==> src/rtl/ttt_pkg.sv <==
// ttt_pkg: shared definitions for the tic-tac-toe turn scheduler.
//   - cell codes on the packed board (2 bits per cell)
//   - winner codes reported by game_fsm
//   - board geometry, scheduler state enum and small helper functions
package ttt_pkg;

    localparam int unsigned NUM_CELLS = 9;
    localparam int unsigned BOARD_W   = 2 * NUM_CELLS;
    localparam int unsigned IDX_W     = 4;

    localparam logic [1:0] CELL_EMPTY = 2'b00;
    localparam logic [1:0] CELL_X     = 2'b01;
    localparam logic [1:0] CELL_O     = 2'b10;

    localparam logic [1:0] WIN_NONE = 2'b00;
    localparam logic [1:0] WIN_P    = 2'b01;
    localparam logic [1:0] WIN_AI   = 2'b10;
    localparam logic [1:0] WIN_TIE  = 2'b11;

    typedef enum logic [2:0] {
        ST_IDLE,
        ST_P_WAIT,
        ST_AI_START,
        ST_AI_WAIT,
        ST_COMMIT,
        ST_SETTLE,
        ST_GAME_OVER
    } state_t;

    // True only for an in-range index whose cell is empty; out-of-range
    // indices never match the loop, so they read as occupied.
    function automatic logic cell_free(input logic [BOARD_W-1:0] board,
                                       input logic [IDX_W-1:0]   idx);
        logic r;
        r = 1'b0;
        for (int unsigned i = 0; i < NUM_CELLS; i++) begin
            if (idx == IDX_W'(i)) begin
                r = (board[2*i +: 2] == CELL_EMPTY);
            end
        end
        return r;
    endfunction

    function automatic logic [3:0] sat_inc4(input logic [3:0] v);
        return (v == 4'hF) ? v : v + 4'd1;
    endfunction

endpackage

==> src/rtl/turn_scheduler_if.sv <==
// turn_scheduler_if: move handshake between the scheduler and game_fsm.
//   mv_valid : move presented (scheduler -> game_fsm)
//   mv_pos   : cell index 0..8 of the move
//   mv_who   : 0 = player, 1 = AI
//   mv_ack   : game_fsm accepted the move (game_fsm -> scheduler)
// master = turn_scheduler side, slave = game_fsm side.
interface turn_scheduler_if;
    import ttt_pkg::*;

    logic             mv_valid;
    logic [IDX_W-1:0] mv_pos;
    logic             mv_who;
    logic             mv_ack;

    modport master (output mv_valid, output mv_pos, output mv_who, input mv_ack);
    modport slave  (input mv_valid, input mv_pos, input mv_who, output mv_ack);
endinterface

==> src/rtl/turn_scheduler_first_empty_cell.sv <==
// first_empty_cell: combinational priority encoder over the board.
//   board     : packed board, cell i = bits [2i+1:2i]
//   idx       : lowest index of an empty cell (0 when none is empty)
//   any_empty : at least one cell is empty
module first_empty_cell
    import ttt_pkg::*;
(
    input  logic [BOARD_W-1:0] board,
    output logic [IDX_W-1:0]   idx,
    output logic               any_empty
);

    always_comb begin
        idx       = '0;
        any_empty = 1'b0;
        for (int unsigned i = 0; i < NUM_CELLS; i++) begin
            if (!any_empty && (board[2*i +: 2] == CELL_EMPTY)) begin
                idx       = IDX_W'(i);
                any_empty = 1'b1;
            end
        end
    end

endmodule

==> src/rtl/turn_scheduler.sv <==
// turn_scheduler: sequences turns of one tic-tac-toe game between the
// player inputs and ai_agent, validating each move and presenting it to
// game_fsm one at a time over the mv handshake.
//
// Ports:
//   clk, rst          clock; asynchronous active-low reset
//   new_game          pulse: abandon/finish current game, restart
//   p_req, p_tick     player move request and cell index
//   ai_done, ai_tick  ai_agent completion pulse and chosen cell
//   cell_position     current board (2 bits per cell)
//   winner            game_fsm result: none / player / AI / tie
//   ai_start          pulse requesting an AI move
//   player_turn       high while waiting for the player
//   game_over         high once the game has ended
//   err_invalid       pulse on a rejected player request
//   ai_fault          pulse when a fallback replaces the AI move
//   mv                move handshake (turn_scheduler_if.master)
//
// Optional: define TURN_SCHED_SCORE_EN to add saturating p_wins / ai_wins /
// ties counters (cleared only by rst).
module turn_scheduler
    import ttt_pkg::*;
#(
    parameter int unsigned AI_TIMEOUT      = 64,
    parameter bit          FIRST_MOVER     = 1'b0,
    parameter bit          ALTERNATE_START = 1'b1
) (
    input  logic               clk,
    input  logic               rst,
    input  logic               new_game,
    input  logic               p_req,
    input  logic [IDX_W-1:0]   p_tick,
    input  logic               ai_done,
    input  logic [IDX_W-1:0]   ai_tick,
    input  logic [BOARD_W-1:0] cell_position,
    input  logic [1:0]         winner,
    output logic               ai_start,
    output logic               player_turn,
    output logic               game_over,
    output logic               err_invalid,
    output logic               ai_fault,
`ifdef TURN_SCHED_SCORE_EN
    output logic [3:0]         p_wins,
    output logic [3:0]         ai_wins,
    output logic [3:0]         ties,
`endif
    turn_scheduler_if.master   mv
);

    localparam int unsigned    TW   = $clog2(AI_TIMEOUT);
    localparam logic [TW-1:0]  TMAX = TW'(AI_TIMEOUT - 1);

    state_t           state, state_n;
    logic             first, first_n;
    logic [TW-1:0]    timer, timer_n;
    logic [IDX_W-1:0] pos_q, pos_n;
    logic             who_q, who_n;

    logic [IDX_W-1:0] fe_idx;
    logic             fe_any;

    first_empty_cell u_first_empty (
        .board     (cell_position),
        .idx       (fe_idx),
        .any_empty (fe_any)
    );

    always_ff @(posedge clk or negedge rst) begin
        if (!rst) begin
            state <= ST_IDLE;
            first <= FIRST_MOVER;
            timer <= '0;
            pos_q <= '0;
            who_q <= 1'b0;
        end else begin
            state <= state_n;
            first <= first_n;
            timer <= timer_n;
            pos_q <= pos_n;
            who_q <= who_n;
        end
    end

    // Pulses are decoded in the same cycle as their cause; new_game is
    // checked first so it suppresses every pulse and decision.
    always_comb begin
        state_n     = state;
        first_n     = first;
        timer_n     = timer;
        pos_n       = pos_q;
        who_n       = who_q;
        ai_start    = 1'b0;
        err_invalid = 1'b0;
        ai_fault    = 1'b0;

        if (new_game) begin
            state_n = ST_IDLE;
            timer_n = '0;
            if ((state == ST_GAME_OVER) && ALTERNATE_START) begin
                first_n = ~first;
            end
        end else begin
            case (state)
                ST_IDLE: begin
                    state_n = first ? ST_AI_START : ST_P_WAIT;
                end
                ST_P_WAIT: begin
                    if (p_req) begin
                        if (cell_free(cell_position, p_tick)) begin
                            pos_n   = p_tick;
                            who_n   = 1'b0;
                            state_n = ST_COMMIT;
                        end else begin
                            err_invalid = 1'b1;
                        end
                    end
                end
                ST_AI_START: begin
                    ai_start = 1'b1;
                    timer_n  = '0;
                    state_n  = ST_AI_WAIT;
                end
                ST_AI_WAIT: begin
                    timer_n = timer + 1'b1;
                    if (ai_done && cell_free(cell_position, ai_tick)) begin
                        pos_n   = ai_tick;
                        who_n   = 1'b1;
                        state_n = ST_COMMIT;
                    end else if (ai_done || (timer == TMAX)) begin
                        // A full board leaves through SETTLE, so an empty
                        // cell always exists here.
                        pos_n    = fe_idx;
                        who_n    = 1'b1;
                        ai_fault = 1'b1;
                        state_n  = ST_COMMIT;
                    end
                end
                ST_COMMIT: begin
                    if (mv.mv_ack) begin
                        state_n = ST_SETTLE;
                    end
                end
                ST_SETTLE: begin
                    if ((winner != WIN_NONE) || !fe_any) begin
                        state_n = ST_GAME_OVER;
                    end else if (!who_q) begin
                        state_n = ST_AI_START;
                    end else begin
                        state_n = ST_P_WAIT;
                    end
                end
                ST_GAME_OVER: begin
                    state_n = ST_GAME_OVER;
                end
                default: begin
                    state_n = ST_IDLE;
                end
            endcase
        end
    end

    // Decoded from the state register so rst removes mv_valid at once.
    assign mv.mv_valid = (state == ST_COMMIT);
    assign mv.mv_pos   = pos_q;
    assign mv.mv_who   = who_q;
    assign player_turn = (state == ST_P_WAIT);
    assign game_over   = (state == ST_GAME_OVER);

`ifdef TURN_SCHED_SCORE_EN
    logic game_end;
    assign game_end = !new_game && (state == ST_SETTLE) && (state_n == ST_GAME_OVER);

    always_ff @(posedge clk or negedge rst) begin
        if (!rst) begin
            p_wins  <= '0;
            ai_wins <= '0;
            ties    <= '0;
        end else if (game_end) begin
            case (winner)
                WIN_P:   p_wins  <= sat_inc4(p_wins);
                WIN_AI:  ai_wins <= sat_inc4(ai_wins);
                default: ties    <= sat_inc4(ties);   // WIN_TIE or full board
            endcase
        end
    end
`endif

endmodule

==> src/flat_wrapper.sv <==
// flat-port wrapper written by rule: the top's interface ports become plain ports
module turn_scheduler_flat import ttt_pkg::*;
#(
    parameter int unsigned AI_TIMEOUT      = 64,
    parameter bit          FIRST_MOVER     = 1'b0,
    parameter bit          ALTERNATE_START = 1'b1
)
  (clk, rst, new_game, p_req, p_tick, ai_done, ai_tick, cell_position, winner, ai_start, player_turn, game_over, err_invalid, ai_fault, mv_mv_valid, mv_mv_pos, mv_mv_who, mv_mv_ack);
  turn_scheduler_if mv_i ();
  input  logic clk;
  input  logic rst;
  input  logic new_game;
  input  logic p_req;
  input  logic [IDX_W-1:0] p_tick;
  input  logic ai_done;
  input  logic [IDX_W-1:0] ai_tick;
  input  logic [BOARD_W-1:0] cell_position;
  input  logic [1:0] winner;
  output logic ai_start;
  output logic player_turn;
  output logic game_over;
  output logic err_invalid;
  output logic ai_fault;
  output wire logic [$bits(mv_i.mv_valid)-1:0] mv_mv_valid;
  output wire logic [$bits(mv_i.mv_pos)-1:0] mv_mv_pos;
  output wire logic [$bits(mv_i.mv_who)-1:0] mv_mv_who;
  input wire logic [$bits(mv_i.mv_ack)-1:0] mv_mv_ack;
  assign mv_mv_valid = mv_i.mv_valid;
  assign mv_mv_pos = mv_i.mv_pos;
  assign mv_mv_who = mv_i.mv_who;
  assign mv_i.mv_ack = mv_mv_ack;
  turn_scheduler #(.AI_TIMEOUT(AI_TIMEOUT), .FIRST_MOVER(FIRST_MOVER), .ALTERNATE_START(ALTERNATE_START)) u_core (.clk(clk), .rst(rst), .new_game(new_game), .p_req(p_req), .p_tick(p_tick), .ai_done(ai_done), .ai_tick(ai_tick), .cell_position(cell_position), .winner(winner), .ai_start(ai_start), .player_turn(player_turn), .game_over(game_over), .err_invalid(err_invalid), .ai_fault(ai_fault), .mv(mv_i));
endmodule
==> config.mk <==
export PLATFORM = sky130hd
export DESIGN_NAME = turn_scheduler_flat
export DESIGN_NICKNAME = d
export VERILOG_FILES = /design/src/rtl/ttt_pkg.sv /design/src/rtl/turn_scheduler_if.sv /design/src/rtl/turn_scheduler_first_empty_cell.sv /design/src/rtl/turn_scheduler.sv /design/src/flat_wrapper.sv
export SDC_FILE = /design/constraint.sdc
export NUM_CORES = 1
export LEC_CHECK = 0
export ABC_AREA = 1
export BUFFER_PORTS_ARGS = -buffer_cell sky130_fd_sc_hd__buf_2
export CAP_MARGIN = 30
export CORE_MARGIN = 8
export CORE_UTILIZATION = 50
export CTS_BUF_LIST = sky130_fd_sc_hd__clkbuf_8 sky130_fd_sc_hd__clkbuf_16
export DETAILED_ROUTE_END_ITERATION = 16
export HOLD_SLACK_MARGIN = 0.06
export PLACE_DENSITY = 0.8
export SLEW_MARGIN = 20
export SYNTH_ARGS = -nofsm -noshare
export SYNTH_HDL_FRONTEND = slang
export SYNTH_SLANG_ARGS = --single-unit
==> constraint.sdc <==
create_clock -name clk -period 1.8 [get_ports clk]
set_clock_uncertainty 0.1 [all_clocks]
set_input_delay 0.09 -clock clk [delete_from_list [all_inputs] [get_ports clk]]
set_output_delay 0.09 -clock clk [all_outputs]
set_load 0.03 [all_outputs]
==> parameters.txt <==
Parameter                              Value

Status
  Status    finished with violations
  Violated checks    setup timing

Place
  Post-detail-place hpwl    3150 µm
  Total instance count after detailed placement    304
  Number of input and output port buffers inserted    44
  Global placement routability congestion    0.847

Final layout
  Share of layout cells above drive strength 1    0.311
  Antenna Cells    0
  Final Instance Count excl. Fillers    317
  Post-layout util    0.681
  Layout overhead on the synthesized area    30.7%
  Number of inserted filler cells in the final layout    237
  Nets@finish    322

Clock tree
  Buffer levels on the longest clock path    2
  TritonCTS clock tree    done
  Count of clock tree sinks    15
  Clock slew at the register clock pins of the worst setup and hold paths    60 ps
  Number of buffers created by CTS    3
  H-Tree Level Count    1
  Root Buffer    sky130_fd_sc_hd__clkbuf_8
  Clock latency reported for the late side of the worst-skew pair    250 ps

Synthesis
  Dominant cells by area after synthesis    sky130_fd_sc_hd__dfrtp_1 (27%), sky130_fd_sc_hd__nand2_1 (16%), sky130_fd_sc_hd__inv_1 (10%), sky130_fd_sc_hd__nand3_1 (8.5%), sky130_fd_sc_hd__nor2_1 (7.2%)
  Share of synthesized cell area in and, or, nand and nor gates    0.480
  Synth async-reset ratio    1.00
  Share of synthesized area spent on multiplexers    0
  Portion of synthesized cell area occupied by the leading cell type    0.266
  Most instantiated flip-flop cell in the synthesis netlist    sky130_fd_sc_hd__dfrtp_1
  Yosys synthesis warning count    0
  Sequential element share of the synthesized area    0.266
  Xor-xnor portion of the synthesized cell area    0.00620
  Number of nets in the synthesized netlist    264
  Cell taking the most area after synthesis    sky130_fd_sc_hd__dfrtp_1
  Number of enable flip-flop cells after synthesis    0
  Cells after Synth    229
  Largest family of logic cells by synthesized area    simple AND/OR/NAND/NOR gates
  Number of register bits inferred by synthesis    15
  Compound-cell area share of the yosys netlist    0.114
  Yosys cell types    30
  Synth Area in Adders    0.00886
  Mean post-synth cell area    6.17 µm²
  Total standard cell area after synthesis    1410 µm²

Setup path
  Largest fanout on the critical path    3
  Startpoint-to-endpoint class of the critical path    reg -> out
  Endpoint class of the critical path    output pin
  Element type at the critical path start    flip-flop
  Worst EP arrival    1630 ps
  Data required time at the worst endpoint    1610 ps

Detailed routing
  DRC violations left    0
  Routed via count divided by cell count    5.30
  Remaining antenna violation count after routing    0
  1st-pass router iterations    4
  Iteration-0 DRC Markers    116
  Routed len/inst    12.8 µm
  Drt total wl    4060 µm
  Routed vias    1681

Floorplanning
  Starting Density    0.521
  Count of boundary I/O pins    45
  Die Area    4780 µm²
  Die boundary height    69.2 µm
  Number of standard-cell rows in the floorplan    19
  Floorplan Core Area    2710 µm²
  Chip width    69.2 µm

Global route
  Overflow after GRT    0
  Antenna violations before repair    0
  First-pass GRT wire length    6960 µm
  Number of global-route vias before repair    1600
  Pin count of the biggest net entering global routing    16
  GRT Total Usage    0.167

STA
  Final worst path period need    1820 ps
  Slew Viols, Final    0
  Number of failing hold endpoints at the final stage    0
  RSZ-0062 raised after global routing    yes
  Normalized max-slew margin    0.776
  Final clock period utilization by the worst path    1.01
  Count of final setup violators    1
  Worst hold slack    96.9 ps
  Smallest setup slack after layout    -17.3 ps
  Worst-Margin Slew    336 ps
  Maximum clock frequency    550 MHz
  Sum Neg Setup Slack    -17.3 ps

Min path
  Classification of the worst-slack hold path    in -> reg

Power and ir drop
  Overall power of the completed layout    1.74 mW
  Leakage    1.03 nW
  Max rail drop VDD    987 µV
  Pwr Density    941 nW/µm²

Job
  Max-cap violations    0
## report_power, final
group	switching, mW	internal, mW	total [mW]
registers	0.0965	0.433	0.529
clock network	0.115	0.151	0.266
logic	0.621	0.322	0.943
total	0.833	0.905	1.74
## routing by layer
| metal | vias to the layer above | part of all wire | global-route usage |
|---|---|---|---|
| met5 | - | 0 | 0 |
| met4 | 0 | 0.017 | 0.0615 |
| met3 | 8 | 0.072 | 0.0443 |
| met2 | 54 | 0.47 | 0.275 |
| met1 | 762 | 0.44 | 0.202 |
| li1 | 857 | - | - |
## repair_timing
action	4_1_cts	5_1_grt
pin swaps	5	3
endpoints found under the setup margin	2	6
hold buffers	2	0
buffers inserted	3	4
gates resized for setup	10	3
endpoints found under the hold margin	16	0
## synthesized netlist by cell type (2+ instances only)
cell	number
sky130_fd_sc_hd__o21ai_0	5
sky130_fd_sc_hd__dfrtp_1	15
sky130_fd_sc_hd__nor2_2	5
sky130_fd_sc_hd__nand3_2	2
sky130_fd_sc_hd__o211ai_1	2
sky130_fd_sc_hd__o21ai_1	2
sky130_fd_sc_hd__nor2_1	27
sky130_fd_sc_hd__a21oi_2	4
sky130_fd_sc_hd__a21oi_1	5
sky130_fd_sc_hd__o22ai_1	3
sky130_fd_sc_hd__inv_2	6
sky130_fd_sc_hd__nand2_2	2
sky130_fd_sc_hd__nand3_1	24
sky130_fd_sc_hd__nand2_1	59
sky130_fd_sc_hd__nor3_1	6
sky130_fd_sc_hd__nand4_1	9
sky130_fd_sc_hd__nor2_4	2
sky130_fd_sc_hd__nand2_4	2
sky130_fd_sc_hd__inv_1	38
## worst max-delay path, stage by stage, from the launching register on
cell                      delay [ps]
sky130_fd_sc_hd__dfrtp_1         360
sky130_fd_sc_hd__ha_2            220
sky130_fd_sc_hd__nand2_4          60
sky130_fd_sc_hd__nor2_4          110
sky130_fd_sc_hd__a31oi_4         110
sky130_fd_sc_hd__nand2_4          80
sky130_fd_sc_hd__nand3_2          60
sky130_fd_sc_hd__inv_2            70
sky130_fd_sc_hd__nand4_1          90
sky130_fd_sc_hd__inv_1            80
sky130_fd_sc_hd__buf_6           130
## flip-flops by register name, indices dropped and copies added, names as in the netlist
name              cells
u_core.timer          6
u_core.mv.mv_pos      4
u_core.state          3
u_core.first          1
u_core.mv.mv_who      1
## final cells by class
type                       count  area, µm²  share of cell area
inverter                      44        165              0.0894
multi-input combinational    169        912               0.494
clock inverter                 1       3.75             0.00203
clock buffer                   3       41.3              0.0224
timing repair buffer          54        309               0.167
sequential                    15        377               0.204
tap                           31       38.8              0.0210
## path summary, 6_finish.rpt
check,slack [ps],from,cells past startpoint,to
worst min register to register,390,u_core.mv.mv_pos[3],2,u_core.mv.mv_pos[3]
max in group asynchronous,1160,rst,2,u_core.state[1]
min in group asynchronous,170,rst,2,u_core.timer[0]
worst max-delay path,-20,u_core.timer[0],10,ai_fault
worst min-delay path,100,new_game,3,u_core.first
worst max register to register,20,u_core.timer[0],12,u_core.mv.mv_pos[0]
## cells by family (layout without fill, tap and decap cells)
kind of cell    count (synthesis)  after routing
simple gates                  142            142
buf+inv                        45            102
compound gates                 25             25
flops                          15             15
fa+ha+maj                       1              1
xor+xnor                        1              1
## stage by stage
step / worst slack, ps / cell area, µm²
floorplan: -81.9 / 1420
CTS: -14.7 / 1810
finish: -17.3 / 1850
global route: -99.2 / 1850
detailed placement: 29.2 / 1680
global placement: 102 / 1680
## placed cells by master, fill, tap and decap left out, drive strengths merged, types with 2 or more instances in the layout
cell type	n
nand3	27
nor2	34
o22ai	3
clkbuf	3
a21oi	9
dfrtp	15
nand2	63
dlygate4sd3	2
nand4	9
o21ai	7
buf	52
o211ai	2
nor3	7
inv	45
No activity file was read; power rests on OpenSTA's default activity.
